<file path="src/rtl/matmul_pkg.sv">
// Shared types and helpers for the parametrised matrix multiplier.
package matmul_pkg;

   typedef enum logic [1:0] {
      IDLE  = 2'd0,
      MAC   = 2'd1,
      WRITE = 2'd2,
      DONE  = 2'd3
   } state_e;

   // Wide enough to hold a full N-term dot product without overflow
   function automatic int unsigned acc_width(input int unsigned dw, input int unsigned n);
      return 2 * dw + $clog2(n);
   endfunction

   function automatic int unsigned elem_off(input int unsigned r, input int unsigned c,
                                            input int unsigned n, input int unsigned dw);
      return (r * n + c) * dw;
   endfunction

endpackage

</file>
<file path="src/rtl/matmul_fit.sv">
// Fits an ACCW-bit accumulator into DW bits by wrapping or saturating, flagging out-of-range values.
module matmul_fit
   import matmul_pkg::*;
#(
   parameter int unsigned DW     = 8,
   parameter int unsigned ACCW   = 18,
   parameter bit          SIGNED = 1'b0
) (
   input  logic [ACCW-1:0] acc_i,
   input  logic            sat_en,
   output logic [DW-1:0]   val_c,
   output logic            oor_c
);

   always_comb begin
      val_c = acc_i[DW-1:0];
      oor_c = 1'b0;
      if (SIGNED) begin
         // In range only when every bit above the DW sign bit matches it
         oor_c = (acc_i[ACCW-1:DW-1] != {(ACCW-DW+1){acc_i[ACCW-1]}});
         if (sat_en && oor_c) begin
            val_c = acc_i[ACCW-1] ? {1'b1, {(DW-1){1'b0}}} : {1'b0, {(DW-1){1'b1}}};
         end
      end else begin
         oor_c = |acc_i[ACCW-1:DW];
         if (sat_en && oor_c) begin
            val_c = '1;
         end
      end
   end

endmodule

</file>
<file path="src/rtl/matmul_param.sv">
// Sequential N x N matrix multiplier, C = A*B, using a single iterated MAC.
module matmul_param
   import matmul_pkg::*;
#(
   parameter int unsigned N      = 3,
   parameter int unsigned DW     = 8,
   parameter bit          SIGNED = 1'b0
) (
   input  logic              clk,
   input  logic              reset_n,
   input  logic              start,
   input  logic              sat_en,
   input  logic [N*N*DW-1:0] A_flat,
   input  logic [N*N*DW-1:0] B_flat,
   output logic [N*N*DW-1:0] C_flat,
   output logic              busy,
   output logic              done,
   output logic              overflow
);

   localparam int unsigned ACCW = acc_width(DW, N);
   localparam int unsigned MW   = N * N * DW;
   localparam int unsigned IW   = $clog2(N + 1);
   localparam logic [IW-1:0] LAST = IW'(N - 1);

   state_e          state_q, state_d;
   logic [MW-1:0]   a_q, a_d, b_q, b_d, work_q, work_d, c_q, c_d;
   logic [ACCW-1:0] acc_q, acc_d;
   logic [IW-1:0]   i_q, i_d, j_q, j_d, k_q, k_d;
   logic            sat_q, sat_d, wovf_q, wovf_d, ovf_q, ovf_d;
   logic            busy_q, busy_d, done_q, done_d;

   logic [DW-1:0]   a_el, b_el, fit_val;
   logic [ACCW-1:0] a_ext, b_ext, prod;
   logic            fit_oor;

   // Operand fetch and extension for the current (i,k) x (k,j) product
   always_comb begin
      a_el = a_q[elem_off(32'(i_q), 32'(k_q), N, DW) +: DW];
      b_el = b_q[elem_off(32'(k_q), 32'(j_q), N, DW) +: DW];
      if (SIGNED) begin
         a_ext = {{(ACCW-DW){a_el[DW-1]}}, a_el};
         b_ext = {{(ACCW-DW){b_el[DW-1]}}, b_el};
      end else begin
         a_ext = {{(ACCW-DW){1'b0}}, a_el};
         b_ext = {{(ACCW-DW){1'b0}}, b_el};
      end
      prod = a_ext * b_ext;
   end

   matmul_fit #(
      .DW    (DW),
      .ACCW  (ACCW),
      .SIGNED(SIGNED)
   ) u_fit (
      .acc_i (acc_q),
      .sat_en(sat_q),
      .val_c (fit_val),
      .oor_c (fit_oor)
   );

   always_ff @(posedge clk or negedge reset_n) begin
      if (!reset_n) state_q <= IDLE;
      else          state_q <= state_d;
   end

   always_comb begin
      state_d = state_q;
      case (state_q)
         IDLE:    if (start) state_d = MAC;
         MAC:     if (k_q == LAST) state_d = WRITE;
         WRITE:   state_d = (i_q == LAST && j_q == LAST) ? DONE : MAC;
         DONE:    state_d = IDLE;
         default: state_d = IDLE;
      endcase
   end

   always_comb begin
      a_d    = a_q;
      b_d    = b_q;
      sat_d  = sat_q;
      acc_d  = acc_q;
      i_d    = i_q;
      j_d    = j_q;
      k_d    = k_q;
      work_d = work_q;
      wovf_d = wovf_q;
      c_d    = c_q;
      ovf_d  = ovf_q;
      busy_d = busy_q;
      done_d = done_q;
      case (state_q)
         IDLE: begin
            if (start) begin
               a_d    = A_flat;
               b_d    = B_flat;
               sat_d  = sat_en;
               i_d    = '0;
               j_d    = '0;
               k_d    = '0;
               wovf_d = 1'b0;
               busy_d = 1'b1;
            end
         end
         MAC: begin
            acc_d = ((k_q == '0) ? '0 : acc_q) + prod;
            k_d   = k_q + IW'(1);
         end
         WRITE: begin
            work_d[elem_off(32'(i_q), 32'(j_q), N, DW) +: DW] = fit_val;
            wovf_d = wovf_q | fit_oor;
            k_d    = '0;
            if (j_q == LAST) begin
               j_d = '0;
               i_d = i_q + IW'(1);
            end else begin
               j_d = j_q + IW'(1);
            end
            // Publish the whole matrix at once so partial results never appear
            if (i_q == LAST && j_q == LAST) begin
               c_d    = work_d;
               ovf_d  = wovf_q | fit_oor;
               done_d = 1'b1;
               i_d    = '0;
               j_d    = '0;
            end
         end
         DONE: begin
            done_d = 1'b0;
            busy_d = 1'b0;
         end
         default: ;
      endcase
   end

   always_ff @(posedge clk or negedge reset_n) begin
      if (!reset_n) begin
         a_q    <= '0;
         b_q    <= '0;
         sat_q  <= 1'b0;
         acc_q  <= '0;
         i_q    <= '0;
         j_q    <= '0;
         k_q    <= '0;
         work_q <= '0;
         wovf_q <= 1'b0;
         c_q    <= '0;
         ovf_q  <= 1'b0;
         busy_q <= 1'b0;
         done_q <= 1'b0;
      end else begin
         a_q    <= a_d;
         b_q    <= b_d;
         sat_q  <= sat_d;
         acc_q  <= acc_d;
         i_q    <= i_d;
         j_q    <= j_d;
         k_q    <= k_d;
         work_q <= work_d;
         wovf_q <= wovf_d;
         c_q    <= c_d;
         ovf_q  <= ovf_d;
         busy_q <= busy_d;
         done_q <= done_d;
      end
   end

   assign C_flat   = c_q;
   assign overflow = ovf_q;
   assign busy     = busy_q;
   assign done     = done_q;

endmodule

</file>
<file path="config.mk">
export PLATFORM = sky130hd
export DESIGN_NAME = matmul_param
export DESIGN_NICKNAME = d
export VERILOG_FILES = /design/src/rtl/matmul_pkg.sv /design/src/rtl/matmul_fit.sv /design/src/rtl/matmul_param.sv
export SDC_FILE = /design/constraint.sdc
export NUM_CORES = 1
export LEC_CHECK = 0
export ABC_CLOCK_PERIOD_IN_PS = 8100
export BUFFER_PORTS_ARGS = -buffer_cell sky130_fd_sc_hd__buf_2
export CAP_MARGIN = 15
export CORE_UTILIZATION = 59
export DETAILED_ROUTE_END_ITERATION = 10
export GPL_TIMING_DRIVEN = 0
export HOLD_SLACK_MARGIN = 0.03
export PLACE_DENSITY = 0.78
export SYNTH_ARGS = -nofsm -noshare
export SYNTH_HDL_FRONTEND = slang
export SYNTH_HIERARCHICAL = 1
export SYNTH_SLANG_ARGS = --single-unit
</file>
<file path="constraint.sdc">
create_clock -name clk -period 8.1 [get_ports clk]
set_input_delay 1.62 -clock clk [delete_from_list [all_inputs] [get_ports clk]]
set_output_delay 1.62 -clock clk [all_outputs]
set_load 0.02 [all_outputs]
</file>
==> impl_metrics.env, run 1 <==
export IMPL_outcome="complete, no violations"
export IMPL_routed_wirelength_mm=43.2
export IMPL_synth_fa_ha_area_frac=0.0986
export IMPL_ys_ff_latch=319
export IMPL_max_cap_violations=0
export IMPL_setup_tns_ns=0
export IMPL_die_w_um=175
export IMPL_cp_arrival_ns=8.16
export IMPL_routabilityCongestion=0.889
export IMPL_slew_viol_final=0
export IMPL_hold_end="overflow"
export IMPL_r2r_end="acc_q[14]"
export IMPL_die_area_um2=30700
export IMPL_fin_skew_ns=0.0312
export IMPL_insertion_delay_ns=0.52
export IMPL_synthFlopType="dfrtp_1"
export IMPL_yosys_warnings=6
export IMPL_post_drt_via_cell_ratio=5.87
export IMPL_cts_tree="yes"
export IMPL_area_growth_syn_to_layout_pct=16.8
export IMPL_final_layout_size_suffix_gt1_frac=0.321
export IMPL_period_needed_ns=7.76
export IMPL_synth_compound_area_frac=0.0911
export IMPL_worst_pin_slew_ns=1.20
export IMPL_nFillCells=2182
export IMPL_worstRegToRegCells=22
export IMPL_drc=0
export IMPL_grt_pass1_vias=13400
export IMPL_synth_xor_area_share=0.00630
export IMPL_wl_per_cell_um=19.6
export IMPL_pre_cts_ws_ns=0.0188
export IMPL_grt_pass1_wl_mm=70.3
export IMPL_synth_simple_gate_area_share=0.112
export IMPL_ctsLongestPathBuffers=3
export IMPL_ctsHtreeMaxLevel=2
export IMPL_overflow=0
export IMPL_holdPathStages=2
export IMPL_synth_cell_types=61
export IMPL_ios=223
export IMPL_core_um2=29600
export IMPL_setup_viol=0
export IMPL_hp_class="reg2reg"
export IMPL_synth_top_family_by_area="multiplexers"
export IMPL_worst_slack_ns=0.343
export IMPL_criticalPathCategory="reg2reg"
export IMPL_synth_edf_count=0
export IMPL_r2r_setup_slack_ns=0.34
export IMPL_syn_area_um2=17700
export IMPL_start_util=0.598
export IMPL_postRouteAntennaNets=0
export IMPL_postSynth_asyncResetShare=1.00
export IMPL_cts_sinks=319
export IMPL_netlist_instances=1526
export IMPL_ys_seq_area_frac=0.451
export IMPL_worstPathMaxFanout=10
export IMPL_syn_avg_cell_area_um2=11.6
export IMPL_grt_usage=0.290
export IMPL_final_common_cell="dfrtp_1"
export IMPL_clk_pin_slew_worst_paths_ns=0.06
export IMPL_portBuffers=222
export IMPL_post_dp_hpwl_mm=32.0
export IMPL_final_cell_mix="319 x dfrtp_1, 232 x mux2_2, 229 x buf_2"
export IMPL_die_h_um=175
export IMPL_via_count=13000
export IMPL_crit_required_ns=8.50
export IMPL_muxShareOfSynthArea=0.204
export IMPL_cts_made_buffers=35
export IMPL_rsz0062_at_grt="false"
export IMPL_min_from="overflow"
export IMPL_antenna_found_initial=5
export IMPL_timing_fmax_ghz=0.129
export IMPL_timing_rr_start="i_q[0]"
export IMPL_cts_root_buffer="clkbuf_16"
export IMPL_endpoint_kind="flip-flop"
export IMPL_crit_path_start_kind="flip-flop"
export IMPL_num_rows=63
export IMPL_postCtsSetupRepairBufs=0
export IMPL_finalCritPeriodShare=0.958
export IMPL_first_pass_iters=7
export IMPL_nets=2043
export IMPL_max_slew_margin=0.196
export IMPL_finalHoldViolCount=0
export IMPL_grt_max_degree=106
export IMPL_drtIter0Drc=999
export IMPL_syn_num_nets=1781
worst max-delay path, cell delays in order, from the launching register on:
cell       delay [ns]
dfrtp_1          0.46
inv_1            0.10
ha_1             0.40
fa_1             0.54
buf_2            0.28
buf_1            0.55
mux4_2           0.44
nor2b_1          0.15
a2111oi_1        0.63
a211oi_4         0.17
nor2b_1          0.20
fa_1             0.41
inv_1            0.09
fa_1             0.43
fa_1             0.49
fa_1             0.54
inv_1            0.04
ha_1             0.35
a21o_1           0.20
a21oi_1          0.31
a311oi_1         0.20
or3_1            0.38
a31o_2           0.25
per-stage QoR:
step | cell area (um2) | instances | hold slack, ns | utilization
after floorplan | 17700 | 1526 | 0.457 | -
after global placement | 19300 | 2138 | 0.451 | 0.652
after detailed placement | 19400 | 2141 | 0.455 | 0.656
after CTS | 20600 | 2204 | 0.467 | 0.697
after global routing | 20600 | 2205 | 0.504 | 0.699
final | 20700 | 2206 | 0.466 | 0.699
synth_stat cells, drive strengths merged (6+ instances only):
library cell	n	area share
and2	23	0.0081
mux2	232	0.15
nand3	48	0.014
o2111ai	7	0.0035
o21a	6	0.0025
o21ai	92	0.027
buf	13	0.0033
a31oi	43	0.015
clkbuf	74	0.016
xnor2	7	0.0039
nor2	83	0.018
dfrtp	319	0.45
a21oi	28	0.0079
a41oi	8	0.0040
and3	7	0.0025
inv	81	0.017
nand4	23	0.0081
nor2b	48	0.017
a22o	6	0.0030
nand2b	21	0.0074
mux2i	27	0.015
mux4	32	0.041
a211oi	8	0.0034
fa	54	0.061
a2111oi	6	0.0030
o211ai	7	0.0035
a21o	9	0.0038
nor4	10	0.0086
nand2	96	0.020
a21boi	10	0.0042
ha	53	0.037
logic make-up (layout without fill, tap and decap cells):
family | count (synthesis) | after routing
buffers and inverters | 168 | 456
AND/OR/NAND/NOR | 381 | 381
flip-flops | 319 | 319
XOR/XNOR | 11 | 11
other | 0 | 2
multiplexers | 291 | 291
AO/OA/AOI/OAI | 249 | 249
adder cells (fa/ha/maj) | 107 | 107
worst max-delay path by stage:
stage,startpoint,to,slack (ns),cells past startpoint
finish,i_q[0],acc_q[14],0.34,22
CTS,i_q[0],acc_q[14],0.01,21
floorplan,i_q[0],acc_q[14],1.42,21
global route,i_q[0],acc_q[14],0.03,21
detailed placement,i_q[0],acc_q[14],0.02,21
global placement,reset_n,a_q[0],-0.52,1
cell type report:
type | instances | area (um2) | area share
multi-input cells | 1039 | 9100 | 0.441
flip-flops and latches | 319 | 7980 | 0.387
repair buffers | 225 | 1200 | 0.0583
clock buffers | 45 | 963 | 0.0467
well taps | 390 | 488 | 0.0236
plain buffers | 87 | 337 | 0.0163
inverters | 81 | 304 | 0.0147
clock inverters | 18 | 269 | 0.0130
diodes | 2 | 5.00 | 0.000242
per-layer routing:
metal	up-vias	track usage	share of wire
li1	5966	-	-
met1	6417	0.376	0.41
met2	480	0.481	0.48
met3	89	0.0740	0.079
met4	6	0.0899	0.028
met5	-	0	0.00069
registers in the layout, summed over array words and instances, names as in the netlist:
name / count
C_flat: 72
a_q: 72
acc_q: 18
b_q: 72
busy: 1
done: 1
i_q: 2
j_q: 2
k_q: 2
overflow: 1
sat_q: 1
state_q: 2
work_q: 72
wovf_q: 1
repair_timing:
| action | in CTS | in global routing |
|---|---|---|
| hold endpoints to repair | 0 | 0 |
| setup endpoints to repair | 1 | 6 |
| pin swaps | 0 | 0 |
| hold buffers | 0 | 0 |
| resized for setup | 1 | 7 |
Power of run 1 is left out: the tool's default activity adds up to more than one toggle a clock period on the data nets, which glitch-free logic cannot reach.
==> run 2: changes to the inputs <==
Settings changed: PLACE_DENSITY 0.78 to unset, PLACE_DENSITY_LB_ADDON set to 0.3.
==> impl_metrics.env, run 2 (synthesis results as in run 1) <==
export IMPL_fin_skew_ns=0.0349
export IMPL_final_area_um2=20500
export IMPL_outcome="complete, no violations"
export IMPL_die_w_um=175
export IMPL_ctsLongestPathBuffers=3
export IMPL_drtIter0Drc=954
export IMPL_portBuffers=222
export IMPL_multi_input_area_um2=9080
export IMPL_setup_viol=0
export IMPL_worstPathMaxFanout=10
export IMPL_crit_start="i_q[0]"
export IMPL_max_cap_violations=0
export IMPL_post_drt_via_cell_ratio=5.97
export IMPL_rsz0062_at_grt="false"
export IMPL_num_rows=63
export IMPL_hp_class="reg2reg"
export IMPL_crit_required_ns=8.49
export IMPL_crit_buf_inv=5
export IMPL_cp_arrival_ns=8.15
export IMPL_endpoint_kind="flip-flop"
export IMPL_met3_length_mm=3.07
export IMPL_critPathMostFrequentCell="fa_1"
export IMPL_highest_signal_layer="met5"
export IMPL_finalCritPeriodShare=0.958
export IMPL_wl_met1_mm=17.9
export IMPL_setup_tns_ns=0
export IMPL_die_h_um=175
export IMPL_grt_usage=0.291
export IMPL_finalHoldViolCount=0
export IMPL_regArea_um2=7980
export IMPL_clk_pin_slew_worst_paths_ns=0.06
export IMPL_final_common_cell="dfrtp_1"
export IMPL_slew_viol_final=0
export IMPL_ctsHtreeMaxLevel=2
export IMPL_cts_root_buffer="clkbuf_16"
export IMPL_cp_top_family="adder cells"
export IMPL_start_util=0.598
export IMPL_post_dp_hpwl_mm=32.1
export IMPL_antenna_found_initial=6
export IMPL_crit_chain="inv_1 > ha_1 > fa_1 > buf_2 > buf_1 > mux4_2 > a2111oi_0 > a211oi_2 > nor2b_1 > fa_1 > inv_1 > fa_1 > inv_1 > fa_1 > fa_1 > ha_1 > o21a_1 > o21ai_0 > a311oi_1 > or3_1 > a31o_2"
export IMPL_overflow=0
export IMPL_first_pass_iters=5
export IMPL_criticalPathCategory="reg2reg"
export IMPL_die_area_um2=30700
export IMPL_timing_rr_start="i_q[0]"
export IMPL_final_cell_mix="319 x dfrtp_1, 232 x mux2_2, 229 x buf_2"
export IMPL_wl_met2_mm=21.1
export IMPL_nFillCells=2125
export IMPL_grt_max_degree=127
export IMPL_slowest_stage="a2111oi_0"
export IMPL_wl_per_cell_um=19.6
export IMPL_postRouteAntennaNets=0
export IMPL_via_count=13100
export IMPL_critPathMaxStageDelay_ns=0.71
export IMPL_crit_path_start_kind="flip-flop"
export IMPL_grt_pass1_vias=13600
export IMPL_timing_fmax_ghz=0.129
export IMPL_routabilityCongestion=0.903
export IMPL_final_layout_size_suffix_gt1_frac=0.318
export IMPL_cts_made_buffers=35
export IMPL_insertion_delay_ns=0.53
export IMPL_area_growth_syn_to_layout_pct=15.9
export IMPL_min_from="overflow"
export IMPL_nets=2043
export IMPL_place_area_um2=19400
export IMPL_postCtsSetupRepairBufs=0
export IMPL_max_slew_margin=0.308
export IMPL_diodes=0
export IMPL_cts_tree="yes"
export IMPL_ios=223
export IMPL_hold_buffers=0
export IMPL_routed_wirelength_mm=43.2
export IMPL_grt_pass1_wl_mm=70.7
export IMPL_worst_pin_slew_ns=1.02
export IMPL_drc=0
export IMPL_core_um2=29600
export IMPL_period_needed_ns=7.76
export IMPL_cts_sinks=319
[run 2: timing repair]
action,4_1_cts,5_1_grt
endpoints found under the hold margin,0,0
gates resized for setup,0,4
setup endpoints to repair,0,6
[run 2: layout make-up]
cell class / count / share of cell area
sequential: 319 / 0.389
buffer: 87 / 0.0164
clock inverter: 8 / 0.00317
tap: 390 / 0.0238
clock buffer: 53 / 0.0515
inverter: 81 / 0.0148
timing repair buffer: 225 / 0.0577
multi-input combinational: 1039 / 0.443
[run 2: final timing paths]
path / end / slack, ns / depth (start not counted)
worst max-delay path: acc_q[14] / 0.34 / 21
worst min-delay path: overflow / 0.48 / 2
worst max register to register: acc_q[14] / 0.34 / 21
worst min register to register: overflow / 0.48 / 2
max in group asynchronous: a_q[41] / 5.98 / 2
min in group asynchronous: C_flat[37] / 1.08 / 1
[run 2: worst reg2reg max path, delay by kind of cell, from the launching register on]
kind                       cells  cell delay (ns)
adders and majority gates      7             3.31
and+or+nand+nor                2             0.60
buffers and inverters          5             1.04
AOI/OAI and AO/OA              6             1.79
muxes                          1             0.44
DFF                            1             0.47
[run 2: routing by layer]
| metal | vias to the layer above | track usage |
|---|---|---|
| li1 | 5964 | - |
| met1 | 6620 | 0.374 |
| met2 | 463 | 0.485 |
| met3 | 88 | 0.0725 |
| met4 | 8 | 0.0880 |
| met5 | - | 0 |
[run 2: metrics by stage]
stage,setup WS [ns],hold WS (ns),cells,util
5_1_grt,0.0249,0.508,2202,0.693
4_1_cts,0.0387,0.483,2201,0.693
3_5_place_dp,0.101,0.468,2140,0.655
3_3_place_gp,-0.489,0.452,2138,0.652
6_report,0.340,0.481,2202,0.693
2_1_floorplan,1.42,0.457,1526,-
Power of run 2 is left out for the same reason.
==> run 3: changes to the inputs <==
Settings changed: CORE_ASPECT_RATIO set to 1.2, CTS_CLUSTER_SIZE set to 25.
==> impl_metrics.env, run 3 (synthesis results as in run 1) <==
export IMPL_worstPathMaxFanout=10
export IMPL_finalCritPeriodShare=0.957
export IMPL_finalHoldViolCount=0
export IMPL_instances_no_fill=2202
export IMPL_die_w_um=160
export IMPL_setup_tns_ns=0
export IMPL_criticalPathCategory="reg2reg"
export IMPL_hp_class="reg2reg"
export IMPL_clk_pin_slew_worst_paths_ns=0.06
export IMPL_worst_pin_slew_ns=1.08
export IMPL_worst_slack_ns=0.345
export IMPL_drtIter0Drc=757
export IMPL_final_layout_size_suffix_gt1_frac=0.319
export IMPL_postCtsSetupRepairBufs=0
export IMPL_critPathMostFrequentCell="fa_1"
export IMPL_outcome="complete, no violations"
export IMPL_post_place_cells=2141
export IMPL_hold_buffers=0
export IMPL_routed_wirelength_mm=42.5
export IMPL_endpoint_kind="flip-flop"
export IMPL_crit_buf_inv=5
export IMPL_final_cell_mix="319 x dfrtp_1, 232 x mux2_2, 229 x buf_2"
export IMPL_portBuffers=222
export IMPL_period_needed_ns=7.76
export IMPL_grt_pass1_vias=13200
export IMPL_nets=2043
export IMPL_crit_path_start_kind="flip-flop"
export IMPL_max_slew_margin=0.273
export IMPL_post_dp_hpwl_mm=31.9
export IMPL_num_rows=69
export IMPL_first_pass_iters=8
export IMPL_overflow=0
export IMPL_pre_cts_ws_ns=0.226
export IMPL_ctsHtreeMaxLevel=2
export IMPL_via_count=12900
export IMPL_insertion_delay_ns=0.53
export IMPL_ctsLongestPathBuffers=3
export IMPL_slew_viol_final=0
export IMPL_start_util=0.599
export IMPL_grt_pass1_wl_mm=69.1
export IMPL_cts_root_buffer="clkbuf_16"
export IMPL_routabilityCongestion=0.911
export IMPL_final_common_cell="dfrtp_1"
export IMPL_cts_made_buffers=34
export IMPL_slowest_stage="a2111oi_0"
export IMPL_cts_sinks=319
export IMPL_antenna_found_initial=1
export IMPL_cts_tree="yes"
export IMPL_grt_usage=0.285
export IMPL_postRouteAntennaNets=0
export IMPL_setup_viol=0
export IMPL_wl_per_cell_um=19.3
export IMPL_die_h_um=192
export IMPL_timing_fmax_ghz=0.129
export IMPL_die_area_um2=30700
export IMPL_fin_skew_ns=0.0225
export IMPL_cts_resized=0
export IMPL_cp_arrival_ns=8.16
export IMPL_max_cap_violations=0
export IMPL_ios=223
export IMPL_grt_max_degree=117
export IMPL_crit_chain="inv_1 > ha_1 > fa_1 > buf_2 > buf_1 > mux4_2 > nor2b_1 > a2111oi_0 > a211oi_2 > nor2b_1 > fa_1 > inv_1 > fa_1 > fa_1 > fa_1 > inv_1 > ha_1 > a21o_1 > a21oi_1 > a311oi_1 > or3_1 > a31o_2"
export IMPL_diodes=0
export IMPL_core_um2=29500
export IMPL_post_drt_via_cell_ratio=5.88
export IMPL_utilization=0.696
export IMPL_crit_required_ns=8.51
export IMPL_drc=0
export IMPL_critPathMaxStageDelay_ns=0.69
export IMPL_cp_top_family="adder cells"
export IMPL_area_growth_syn_to_layout_pct=16.2
run 3: cell count changes in the layout (fill, tap and decap cells not counted):
cell       change
buf_16         +1
bufinv_16      +3
clkbuf_1       -2
clkbuf_16      -1
clkbuf_8       -4
clkinv_2       +4
clkinv_4       -2
clkinv_8       +1
run 3: area by class of cell:
class	instances	area, um2
multi-input combinational	1039	9080
tap	390	488
clock buffer	46	967
buffer	87	337
fill	2177	8980
clock inverter	14	174
inverter	81	304
sequential	319	7980
timing repair buffer	226	1210
run 3: per-layer routing:
layer | up-vias | part of all wire | GRT usage | wire length [um]
met5 | - | 0.00024 | 0 | 10
met1 | 6446 | 0.41 | 0.353 | 17400
met3 | 97 | 0.059 | 0.0518 | 2520
met4 | 2 | 0.034 | 0.111 | 1430
li1 | 5963 | - | - | -
met2 | 437 | 0.50 | 0.497 | 21200
run 3: stage by stage:
stage               instance area, um2  hold WS, ns
floorplan                        17700        0.457
global placement                 19300        0.449
detailed placement               19400        0.455
CTS                              20500        0.468
global route                     20500        0.494
finish                           20500        0.463
run 3: worst register-to-register path: cells and delay by family, from the launching register on:
kind	cells	cell delay, ns
adder cells (fa/ha/maj)	7	3.13
multiplexers	1	0.39
buffers and inverters	5	0.99
AND/OR/NAND/NOR	3	0.76
flip-flops	1	0.46
AO/OA/AOI/OAI	6	1.91
run 3: final timing paths:
kind,startpoint,cells after the start,endpoint,slack (ns)
min,overflow,2,overflow,0.46
min reg2reg,overflow,2,overflow,0.46
max reg2reg,i_q[0],22,acc_q[14],0.34
min in group asynchronous,reset_n,1,C_flat[23],0.99
max,i_q[0],22,acc_q[14],0.34
max in group asynchronous,reset_n,3,a_q[7],6.02
Power of run 3 is left out for the same reason.
